--- src/rtl/a2d_arbiter.sv ---
// ============================================================================
// Module   : a2d_arbiter
// Purpose  : Round-robin arbiter sharing one A2D converter among three
//            requesters. Includes a conversion timeout.
// Revision : 1.0
// ============================================================================
`timescale 1ns/1ps
`default_nettype none

module a2d_arbiter #(
  parameter int TIMEOUT = 1024
) (
  input  logic        clk,
  input  logic        rst_n,
  input  logic [2:0]  req,
  input  logic [8:0]  chnnl_req,
  output logic [2:0]  gnt,
  output logic [2:0]  done,
  output logic [11:0] res_out,
  output logic        timeout_err,
  output logic        strt_cnv,
  output logic [2:0]  chnnl,
  input  logic        cnv_cmplt,
  input  logic [11:0] res
);

  localparam int c_TMR_W = (TIMEOUT > 1) ? $clog2(TIMEOUT) : 1;
  localparam logic [c_TMR_W-1:0] c_TMR_LAST = c_TMR_W'(TIMEOUT - 1);

  typedef enum logic [1:0] {
    S_IDLE  = 2'd0,
    S_START = 2'd1,
    S_WAIT  = 2'd2
  } state_t;

  state_t               r_state, w_state_nxt;
  logic [1:0]           r_ptr, w_ptr_nxt;
  logic [1:0]           r_owner, w_owner_nxt;
  logic [c_TMR_W-1:0]   r_timer, w_timer_nxt;
  logic [2:0]           r_gnt, w_gnt_nxt;
  logic [2:0]           r_done, w_done_nxt;
  logic [11:0]          r_res_out, w_res_nxt;
  logic                 r_to, w_to_nxt;
  logic                 r_strt, w_strt_nxt;
  logic [2:0]           r_chnnl, w_chnnl_nxt;

  logic                 w_win_vld;
  logic [1:0]           w_win;
  logic [1:0]           w_idx;
  logic [2:0]           w_win_chnnl;

  function automatic logic [1:0] f_inc3(input logic [1:0] v);
    return (v == 2'd2) ? 2'd0 : v + 2'd1;
  endfunction

  // Scan ptr, ptr+1, ptr+2 (mod 3); the first requester found wins.
  always_comb begin
    w_win_vld = 1'b0;
    w_win     = 2'd0;
    w_idx     = r_ptr;
    for (int k = 0; k < 3; k++) begin
      if (!w_win_vld && req[w_idx]) begin
        w_win_vld = 1'b1;
        w_win     = w_idx;
      end
      w_idx = f_inc3(w_idx);
    end
  end

  always_comb begin
    w_win_chnnl = chnnl_req[2:0];
    case (w_win)
      2'd1:    w_win_chnnl = chnnl_req[5:3];
      2'd2:    w_win_chnnl = chnnl_req[8:6];
      default: w_win_chnnl = chnnl_req[2:0];
    endcase
  end

  always_comb begin
    w_state_nxt = r_state;
    w_ptr_nxt   = r_ptr;
    w_owner_nxt = r_owner;
    w_timer_nxt = r_timer;
    w_gnt_nxt   = r_gnt;
    w_chnnl_nxt = r_chnnl;
    w_res_nxt   = r_res_out;
    w_done_nxt  = 3'b000;
    w_to_nxt    = 1'b0;
    w_strt_nxt  = 1'b0;
    case (r_state)
      S_IDLE: begin
        w_gnt_nxt = 3'b000;
        if (w_win_vld) begin
          w_gnt_nxt   = 3'b001 << w_win;
          w_owner_nxt = w_win;
          w_chnnl_nxt = w_win_chnnl;
          w_state_nxt = S_START;
        end
      end
      S_START: begin
        w_strt_nxt  = 1'b1;
        w_timer_nxt = '0;
        w_state_nxt = S_WAIT;
      end
      S_WAIT: begin
        // Completion takes priority over a timeout landing in the same clock.
        if (cnv_cmplt) begin
          w_res_nxt   = res;
          w_done_nxt  = r_gnt & req;
          w_gnt_nxt   = 3'b000;
          w_ptr_nxt   = f_inc3(r_owner);
          w_state_nxt = S_IDLE;
        end else if (r_timer == c_TMR_LAST) begin
          w_to_nxt    = 1'b1;
          w_gnt_nxt   = 3'b000;
          w_ptr_nxt   = f_inc3(r_owner);
          w_state_nxt = S_IDLE;
        end else begin
          w_timer_nxt = r_timer + 1'b1;
        end
      end
      default: begin
        w_gnt_nxt   = 3'b000;
        w_state_nxt = S_IDLE;
      end
    endcase
  end

  always_ff @(posedge clk or negedge rst_n) begin
    if (!rst_n) begin
      r_state   <= S_IDLE;
      r_ptr     <= 2'd0;
      r_owner   <= 2'd0;
      r_timer   <= '0;
      r_gnt     <= 3'b000;
      r_done    <= 3'b000;
      r_res_out <= 12'h000;
      r_to      <= 1'b0;
      r_strt    <= 1'b0;
      r_chnnl   <= 3'd0;
    end else begin
      r_state   <= w_state_nxt;
      r_ptr     <= w_ptr_nxt;
      r_owner   <= w_owner_nxt;
      r_timer   <= w_timer_nxt;
      r_gnt     <= w_gnt_nxt;
      r_done    <= w_done_nxt;
      r_res_out <= w_res_nxt;
      r_to      <= w_to_nxt;
      r_strt    <= w_strt_nxt;
      r_chnnl   <= w_chnnl_nxt;
    end
  end

  assign gnt         = r_gnt;
  assign done        = r_done;
  assign res_out     = r_res_out;
  assign timeout_err = r_to;
  assign strt_cnv    = r_strt;
  assign chnnl       = r_chnnl;

endmodule

`default_nettype wire
--- config.mk ---
export PLATFORM = sky130hd
export DESIGN_NAME = a2d_arbiter
export DESIGN_NICKNAME = d
export VERILOG_FILES = /design/src/rtl/a2d_arbiter.sv
export SDC_FILE = /design/constraint.sdc
export NUM_CORES = 1
export LEC_CHECK = 0
export CAP_MARGIN = 20
export CORE_MARGIN = 2
export CORE_UTILIZATION = 35
export DETAILED_ROUTE_END_ITERATION = 7
export PLACE_DENSITY = 0.72
export SYNTH_ARGS = -nofsm -noshare
export SYNTH_HDL_FRONTEND = slang
export SYNTH_SLANG_ARGS = --single-unit
--- constraint.sdc ---
create_clock -name clk -period 1.7 [get_ports clk]
set_input_delay 0.17 -clock clk [delete_from_list [all_inputs] [get_ports clk]]
set_output_delay 0.17 -clock clk [all_outputs]
set_load 0.02 [all_outputs]
# Word-level counts from Yosys, hierarchy flattened
# Index checks and enable logic that the tools add are counted.
[word_totals]
regBits = 39
in_bits = 27
[op_classes]
add_sub_neg = 4
magnitude_cmp = 3
eq_ne = 12
n_shift = 1
n_mux = 35
bitwise = 2
reduce_logical = 13
[op_table]
columns = ["cell", "n"]
rows = [
  ["two-way mux 2 bit", 11],
  ["two-way mux 10 bit", 2],
  ["case mux 10 bit (2 select lines)", 1],
  ["two-way mux 3 bit", 5],
  ["adder 10 x 1 -> 10 bit (second input constant)", 1],
  ["== test 10 bit (second input constant)", 1],
  ["== test 2 bit (second input constant)", 5],
  ["two-way mux 1 bit", 10],
  ["AND reduction 2 bit", 5],
  ["< comparator 2 x 3 -> 1 bit (second input constant)", 3],
  ["case mux 3 bit (3 select lines)", 1],
  ["adder 2 x 1 -> 2 bit (second input constant)", 3],
  ["binary-select mux 1 bit (select 2 bit)", 3],
  ["inequality test 2 bit (second input constant)", 3],
  ["case mux 2 bit (3 select lines)", 1],
  ["case mux 3 bit (2 select lines)", 1],
  ["== test 2 x 1 -> 1 bit (second input constant)", 2],
  ["nonzero test 2 bit", 2],
  ["bitwise AND 3 bit", 1],
  ["inequality test 3 bit (second input constant)", 1],
  ["AND reduction 3 bit", 1],
  ["<< shifter 1 x 2 -> 3 bit (first input constant)", 1],
  ["logical AND 1 bit", 2],
  ["logical NOT 1 bit", 2],
  ["2 further kinds", 2],
]

# Depth between registers and ports, before layout
# Gate-level depths: netlist of the first run.
[depth]
depth_word = 12
ltp_mapped = 9
ltp_nobuf = 9

# Worst setup path after synthesis of the first run
# OpenSTA, ideal clock, no wires.
[synth_timing]
path_type = "register to register"
startpoint = "register r_timer[0]"
endpoint = "register r_ptr[0]"
setup_time_ns = 0.125
t_arrival_ns = 1.410
path_slack_ns = 0.165
path_stages_with_launch = 6
n_path_buf = 0
period_less_slack_ns = 1.535
path_cell_list = "dfrtp_1 > ha_1 > nand2_1 > nor3_2 > o21a_1 > mux2_2"
[synth_via]
elab_chain_cells = 3
[synth_lines]
columns = ["element", "line", "text"]
rows = [
  ["start, declared", "39", "logic [c_TMR_W-1:0] r_timer, w_timer_nxt;"],
  ["start signal, assigned", "145", "r_timer <= w_timer_nxt;"],
  ["== test 10 bit", "113", "end else if (r_timer == c_TMR_LAST) begin"],
  ["nonzero test 2 bit (no source line)", "n/a", ""],
  ["AND reduction 2 bit (no source line)", "n/a", ""],
  ["end signal, assigned", "143", "r_ptr <= w_ptr_nxt;"],
  ["end, declared", "37", "logic [1:0] r_ptr, w_ptr_nxt;"],
]
# No other way between the ends.
# A chain may end at the register's enable or synchronous reset.

# Final worst setup path of the first run
[layout_timing]
startpoint = "register r_ptr[1]"
endpoint = "register r_chnnl[1] (netlist: chnnl[1])"
[layout_via]
elab_chain_cells = 11
[layout_lines]
columns = ["element", "line", "text"]
rows = [
  ["parallel branches: the longest is 11 deep, another holds adder 2 x 1 -> 2 bit", "n/a", ""],
  ["end signal, assigned", "151", "r_chnnl <= w_chnnl_nxt;"],
  ["end, declared", "45", "logic [2:0] r_chnnl, w_chnnl_nxt;"],
]
# Several ways; the timed one is not identified. The select of a mux whose other input is x is not followed.

==> impl_metrics.toml, run 1 <==
[run_status]
status = "finished clean"

[global_routing]
grt_antenna_before_repair = 0
grt_usage_pct = 15.1
grt_overflow = 0
grt_pass1_vias = 1384
grt_pass1_wl_um = 6250
grt_max_degree = 40

[detailed_routing]
wl_um = 3700
via_per_inst = 4.77
drt-wirelength-per-cell_um = 12.4
drc = 0
dr_total_vias = 1416
drt_iter0_drc = 55
drtAntennaViolNets = 0
first_pass_iters = 4

[clock_network]
path_clk_slew_ns = 0.08
cts_num_sinks = 39
cts_inserted_buffers = 5
cts_tree = "done"
clkLatencyLatePin_ns = 0.30
htree_levels = 2
cts_root_buf = "clkbuf_8"
ctsLongestPathBuffers = 2

[die]
io_pins = 50
dieArea_um2 = 5660
die_h_um = 75.3
die_x_um = 75.3
core_area_um2 = 4820
rows = 25
start_util_pct = 36.9

[flow_run]
max_cap_violations = 0

[synthesis]
syn_inst = 157
post-synth-top-count-cell = "dfrtp_1"
synth_top_area_share_pct = 54.9
synth_area_um2 = 1780
synth_nets = 188
ys_top_cells_by_count = "39 x dfrtp_1, 20 x nand2_1, 14 x mux2_2, 13 x o21ai_0"
ys_ff_latch = 39
synthTopCellsByArea = "dfrtp_1 55%, mux2_2 8.9%, nand2_1 4.2%, o21ai_0 3.7%, ha_1 2.8%"
synth_edf_count = 0
synth_warnings = 0
postSynth.asyncResetShare_pct = 100
synth_ff_type = "dfrtp_1"
synth.largest_area_cell = "dfrtp_1"
ys_types = 38
synth.yosys.seq_area_share_pct = 54.9
avgSynthCellArea_um2 = 11.3

[setup_path]
path_buf_inv = 1
reg2reg_from = "r_ptr[1]$_DFFE_PN0P_"
path_cells = "a21oi_2 -> o211ai_1 -> buf_4 -> ha_1 -> o21ai_0 -> o21ai_0"
r2r-end = "chnnl[1]$_DFFE_PN0P_"
worstSetupEndpointType = "flop"
cp.required_ns = 1.89
start_kind = "flop"
criticalPathCategory = "flop to flop"
r2r_setup_slack_ns = 0.12
cp_max_fo = 6
worst_path_largest_cell_delay_ns = 0.45
crit_family = "compound AO/OA/AOI/OAI gates"
slowest_stage = "dfrtp_2"
path_common_cell = "o21ai_0"
rr_worst_depth = 6
worstPathArrival_ns = 1.77

[sta]
fin_crit_ns = 1.58
fmax_mhz = 633
relSlewSlack_pct = 68.0
hold_viol_final = 0
slew_violations = 0
setup_tns_ns = 0
setup_viol = 0
skew_ns = 0.00863
setup_ws_ns = 0.119
finalCritPeriodShare_pct = 93.0
worst_slew_pin_slew_ns = 0.479

[worst_hold_path]
hold_class = "primary input to asynchronous set/reset pin"

[place]
gp_congestion = 0.852
dp_hpwl_um = 2720
dpl_worst_slack_ns = -0.296
portBuffers = 49

[pwr]
p_leak_nw = 1.16
cellPowerDensity_nw_per_um2 = 1450
ir_drop_mv = 0.586

[layout]
syn_to_final_growth_pct = 46.1
final_nets = 260
diodes = 0
layout-drive-gt1-share_pct = 22.2
## worst max-delay path by stage
stage                                       from                    to  slack (ns)  depth (start not counted)
after floorplan           r_timer[0]$_DFFE_PN0P_  r_ptr[0]$_DFFE_PN0P_        0.16                          5
after global placement                    req[0]  chnnl[1]$_DFFE_PN0P_       -0.16                         10
after detailed placement                  req[2]  chnnl[1]$_DFFE_PN0P_       -0.30                          8
after CTS                   r_ptr[1]$_DFFE_PN0P_  chnnl[1]$_DFFE_PN0P_        0.06                          7
after global routing        r_ptr[1]$_DFFE_PN0P_  chnnl[2]$_DFFE_PN0P_       -0.02                          8
final                       r_ptr[1]$_DFFE_PN0P_  chnnl[1]$_DFFE_PN0P_        0.12                          6
## placed cells by master (no fill, tap or decap), types with 2 or more instances in the layout
cell type	synthesis	routed
clkdlybuf4s50_1	0	48
dfrtp_1	39	38
nand2_1	20	20
buf_4	0	17
mux2_2	14	14
o21ai_0	13	12
inv_1	7	7
nor2_1	7	7
nand3_1	5	5
clkbuf_8	0	5
a22o_1	4	4
a21oi_1	4	3
nor2b_1	3	3
and3_1	3	3
a22oi_1	3	3
ha_1	4	3
o21ai_2	1	2
nand4_1	2	2
nor4_2	2	2
o211a_1	2	2
mux2i_1	2	2
nor3_1	2	2
a31oi_1	2	2
clkinv_4	0	2
## stage by stage
stage                     instances  utilization [%]  power (W)  hold WS (ns)  area, um^2
after floorplan                 157                -    0.00234        -0.126        1780
after global placement          288             51.4    0.00311         0.251        2470
after detailed placement        288             51.4    0.00315         0.253        2470
after CTS                       297             53.5    0.00379         0.455        2580
after global routing            297             53.9    0.00404         0.474        2590
final                           297             53.9    0.00376         0.446        2590
## power breakdown
group | total (W) | switching (W) | internal, W
clock network | 0.000632 | 0.000339 | 0.000293
registers | 0.00142 | 0.000185 | 0.00124
logic | 0.00171 | 0.000818 | 0.000887
total | 0.00376 | 0.00134 | 0.00242
## layout make-up
type	instances	area (um^2)
Multi-Input combinational cell	108	771
Inverter	7	26.3
Tap cell	67	83.8
Fill cell	443	2220
Clock buffer	5	68.8
Timing Repair Buffer	68	643
Sequential cell	39	977
Clock inverter	3	25.0
## what timing repair did
action / in CTS / in global routing
hold buffers: 1 / 0
setup endpoints to repair: 3 / 5
endpoints found under the hold margin: 39 / 0
buffers inserted: 0 / 0
resized for setup: 1 / 6
## routing by layer
layer / global-route usage [%] / share of wire, %
met3: 4.55 / 5.7
met2: 23.3 / 47
met4: 7.60 / 2.7
met1: 19.2 / 44
met5: 0 / 0
## state kept, by name (all words and copies together), names as in the netlist, 2 cells and up
register	count
chnnl	3
done	3
gnt	3
r_owner	2
r_ptr	2
r_state	2
r_timer	10
res_out	12
## cell families (layout without fill, tap and decap cells)
family          after synthesis  in the layout  synth area share, %
mux                          16             16                 10.0
simple gates                 51             51                 15.1
buf+inv                      10             83                 2.61
flops                        39             39                 54.9
compound gates               37             37                 14.5
fa+ha+maj                     4              4                 2.82
## worst reg2reg max path: stages (launching register included)
cell      delay (ns)
dfrtp_2         0.45
a21oi_2         0.14
o211ai_1        0.10
buf_4           0.16
ha_1            0.35
o21ai_0         0.18
o21ai_0         0.09
(Power assumes the default switching activity.)
==> inputs of run 2 (changes only) <==
--- a/config.mk
+++ b/config.mk
@@ -5,11 +5,14 @@
 export SDC_FILE = /design/constraint.sdc
 export NUM_CORES = 1
 export LEC_CHECK = 0
+export ABC_AREA = 1
 export CAP_MARGIN = 20
 export CORE_MARGIN = 2
 export CORE_UTILIZATION = 35
 export DETAILED_ROUTE_END_ITERATION = 7
-export PLACE_DENSITY = 0.72
+export PLACE_DENSITY = 0.71
+export RECOVER_POWER = 50
+export REMOVE_ABC_BUFFERS = 1
 export SYNTH_ARGS = -nofsm -noshare
 export SYNTH_HDL_FRONTEND = slang
 export SYNTH_SLANG_ARGS = --single-unit
==> impl_metrics.toml, run 2 <==
[place]
dpl_worst_slack_ns = -0.328
portBuffers = 49
dp_hpwl_um = 3210
gp_congestion = 0.806

[die]
die_h_um = 77.1
dieArea_um2 = 5950
die_x_um = 77.1
rows = 26
core_area_um2 = 5140
start_util_pct = 36.4
io_pins = 50

[sta]
slew_violations = 0
finalCritPeriodShare_pct = 110
fin_crit_ns = 1.88
setup_ws_ns = -0.177
skew_ns = 0.00661
relSlewSlack_pct = 25.9
setup_viol = 7
worst_slew_pin_slew_ns = 1.11
grt_setup_unrepaired = "true"
hold_viol_final = 0
fmax_mhz = 533

[detailed_routing]
drtAntennaViolNets = 0
drc = 0
dr_total_vias = 1685
via_per_inst = 4.72
drt_iter0_drc = 101
first_pass_iters = 4
drt-wirelength-per-cell_um = 13.3
wl_um = 4740

[pwr]
cellPowerDensity_nw_per_um2 = 1730
total_power_w = 0.00502
ir_drop_mv = 0.885
p_leak_nw = 1.29

[synthesis]
synthTopCellsByArea = "dfrtp_1 52%, nand2_1 12%, mux2_2 4.2%, nand3_1 4.0%, nor2_1 3.2%"
muxShareOfSynthArea_pct = 7.22
postSynth.asyncResetShare_pct = 100
synth_xor_area_share_pct = 1.87
synth_fa_ha_area_share_pct = 2.67
post-synth-top-count-cell = "nand2_1"
syn_inst = 207
synth_edf_count = 0
synth_warnings = 0
synth_top_area_share_pct = 52.1
synth_top_family_by_area = "simple AND/OR/NAND/NOR gates"
ys_top_cells_by_count = "61 x nand2_1, 39 x dfrtp_1, 16 x nor2_1, 15 x nand3_1, 12 x inv_1"
synth.yosys.seq_area_share_pct = 52.1
yosys.area_share.simple_pct = 24.8
synth.largest_area_cell = "dfrtp_1"
synth_area_um2 = 1870
ys_types = 29
avgSynthCellArea_um2 = 9.04
synth-compound-area-share_pct = 7.02
ys_ff_latch = 39
synth_ff_type = "dfrtp_1"

[layout]
diodes = 0
largest_reg_flops = 12
syn_to_final_growth_pct = 55.3
mostFrequentLayoutCell = "nand2_1"
final_nets = 317
mostFrequentLayoutCells = "54 x nand2_1, 45 x clkdlybuf4s50_1, 37 x dfrtp_1"
layout-drive-gt1-share_pct = 27.5

[clock_network]
cts_root_buf = "clkbuf_8"
path_clk_slew_ns = 0.07
cts_tree = "done"
ctsLongestPathBuffers = 2
clkLatencyLatePin_ns = 0.29
cts_num_sinks = 39
cts_inserted_buffers = 5
htree_levels = 2

[flow_run]
max_cap_violations = 0

[global_routing]
grt_max_degree = 22
grt_overflow = 0
grt_antenna_before_repair = 0
grt_pass1_wl_um = 7820
grt_usage_pct = 16.4
grt_pass1_vias = 1770

[setup_path]
cp.required_ns = 1.88
criticalPathCategory = "flop to flop"
worstPathArrival_ns = 2.05
worstSetupEndpointType = "flop"
cp_max_fo = 6
start_kind = "flop"

[worst_hold_path]
hold_class = "primary input to flop"

[run_status]
violations = "setup timing"
status = "complete, but fails checks"
## run 2: cell count changes in the layout (fill, tap and decap cells not counted), sizes merged, moves of 4 or more
cell / delta
nand2: +45
nor2: +12
nand3: +11
inv: +10
a22o: -4
buf: +4
clkbuf: +4
## run 2: cell families (layout without fill, tap and decap cells)
family / after synthesis / in the layout
compound gates: 23 / 23
flops: 39 / 39
mux: 12 / 12
fa+ha+maj: 4 / 4
buf+inv: 19 / 99
xor+xnor: 4 / 4
simple gates: 106 / 106
## run 2: area by class of cell
cell class / instances / area (um^2)
timing repair buffer: 74 / 691
multi-input combinational: 149 / 1000
tap: 70 / 87.6
inverter: 17 / 68.8
clock buffer: 7 / 76.3
fill: 461 / 2230
clock inverter: 1 / 5.00
sequential: 39 / 978
## run 2: per-layer routing
metal | share of wire, % | global-route usage [%] | vias up | routed length [um]
li1 | - | - | 835 | -
met3 | 5.7 | 4.94 | 7 | 269
met5 | 0 | 0 | - | 0
met4 | 1.2 | 5.89 | 0 | 57
met1 | 42 | 19.3 | 792 | 1980
met2 | 51 | 28.3 | 51 | 2430
## run 2: worst max-delay path: stages, from the launching register on
cell and delay, ns:
dfrtp_2 0.50, nor2_4 0.17, nand2_2 0.09, nand3_4 0.10
nand4_1 0.15, nand3_2 0.15, inv_4 0.06, ha_4 0.30
nand3_2 0.08, o21ai_2 0.08, o21ai_2 0.09
## run 2: worst paths after layout
| path | endpoint | from | cells after the start | slack (ns) |
|---|---|---|---|---|
| max | chnnl[1]$_DFFE_PN0P_ | r_ptr[1]$_DFFE_PN0P_ | 10 | -0.18 |
| min | res_out[9]$_DFFE_PN0P_ | res[9] | 2 | 0.47 |
| max reg2reg | chnnl[1]$_DFFE_PN0P_ | r_ptr[1]$_DFFE_PN0P_ | 10 | -0.18 |
| min reg2reg | strt_cnv$_DFF_PN0_ | r_state[1]$_DFFE_PN0P_ | 1 | 0.48 |
| max in group asynchronous | chnnl[2]$_DFFE_PN0P_ | rst_n | 3 | 0.23 |
| min in group asynchronous | r_timer[1]$_DFFE_PN0P_ | rst_n | 2 | 0.62 |
## run 2: report_power, final
group / switching, W / leakage, nW / internal [W]
Combinational: 0.00153 / 0.745 / 0.00142
Sequential: 0.000230 / 0.500 / 0.00125
Clock: 0.000305 / 0.0422 / 0.000288
Total: 0.00207 / 1.29 / 0.00295
## run 2: timing repair
| action | in CTS | in global routing |
|---|---|---|
| endpoints found under the setup margin | 5 | 13 |
| hold buffers | 1 | 0 |
| resized for setup | 23 | 29 |
| pin swaps | 10 | 14 |
| hold endpoints to repair | 19 | 0 |
| buffers inserted | 2 | 2 |
| cloned | 0 | 0 |
## run 2: per-stage QoR
step / instance area (um^2) / TNS (ns) / cells / util, % / hold slack [ns]
floorplan: 1860 / -0.0153 / 205 / - / -0.126
global placement: 2580 / -0.914 / 344 / 50.2 / 0.148
detailed placement: 2580 / -1.26 / 344 / 50.2 / 0.157
CTS: 2780 / -0.0714 / 355 / 54.0 / 0.397
global route: 2910 / -2.69 / 357 / 56.5 / 0.484
finish: 2910 / -0.573 / 357 / 56.5 / 0.469
==> inputs of run 3 (changes only) <==
==> constraint.sdc (replaced) <==
create_clock -name clk -period 1.7 [get_ports clk]
set_input_delay 0.17 -clock clk [delete_from_list [all_inputs] [get_ports clk]]
set_output_delay 0.17 -clock clk [all_outputs]
set_load 0.005 [all_outputs]
==> results of run 3 <==
Same layout as run 2 (identical final DEF). Status: complete, but fails checks: setup timing.
Main changes from that run: total power 0.00502 W -> 0.00475 W; worst IR drop on VDD 0.885 mV -> 0.777 mV
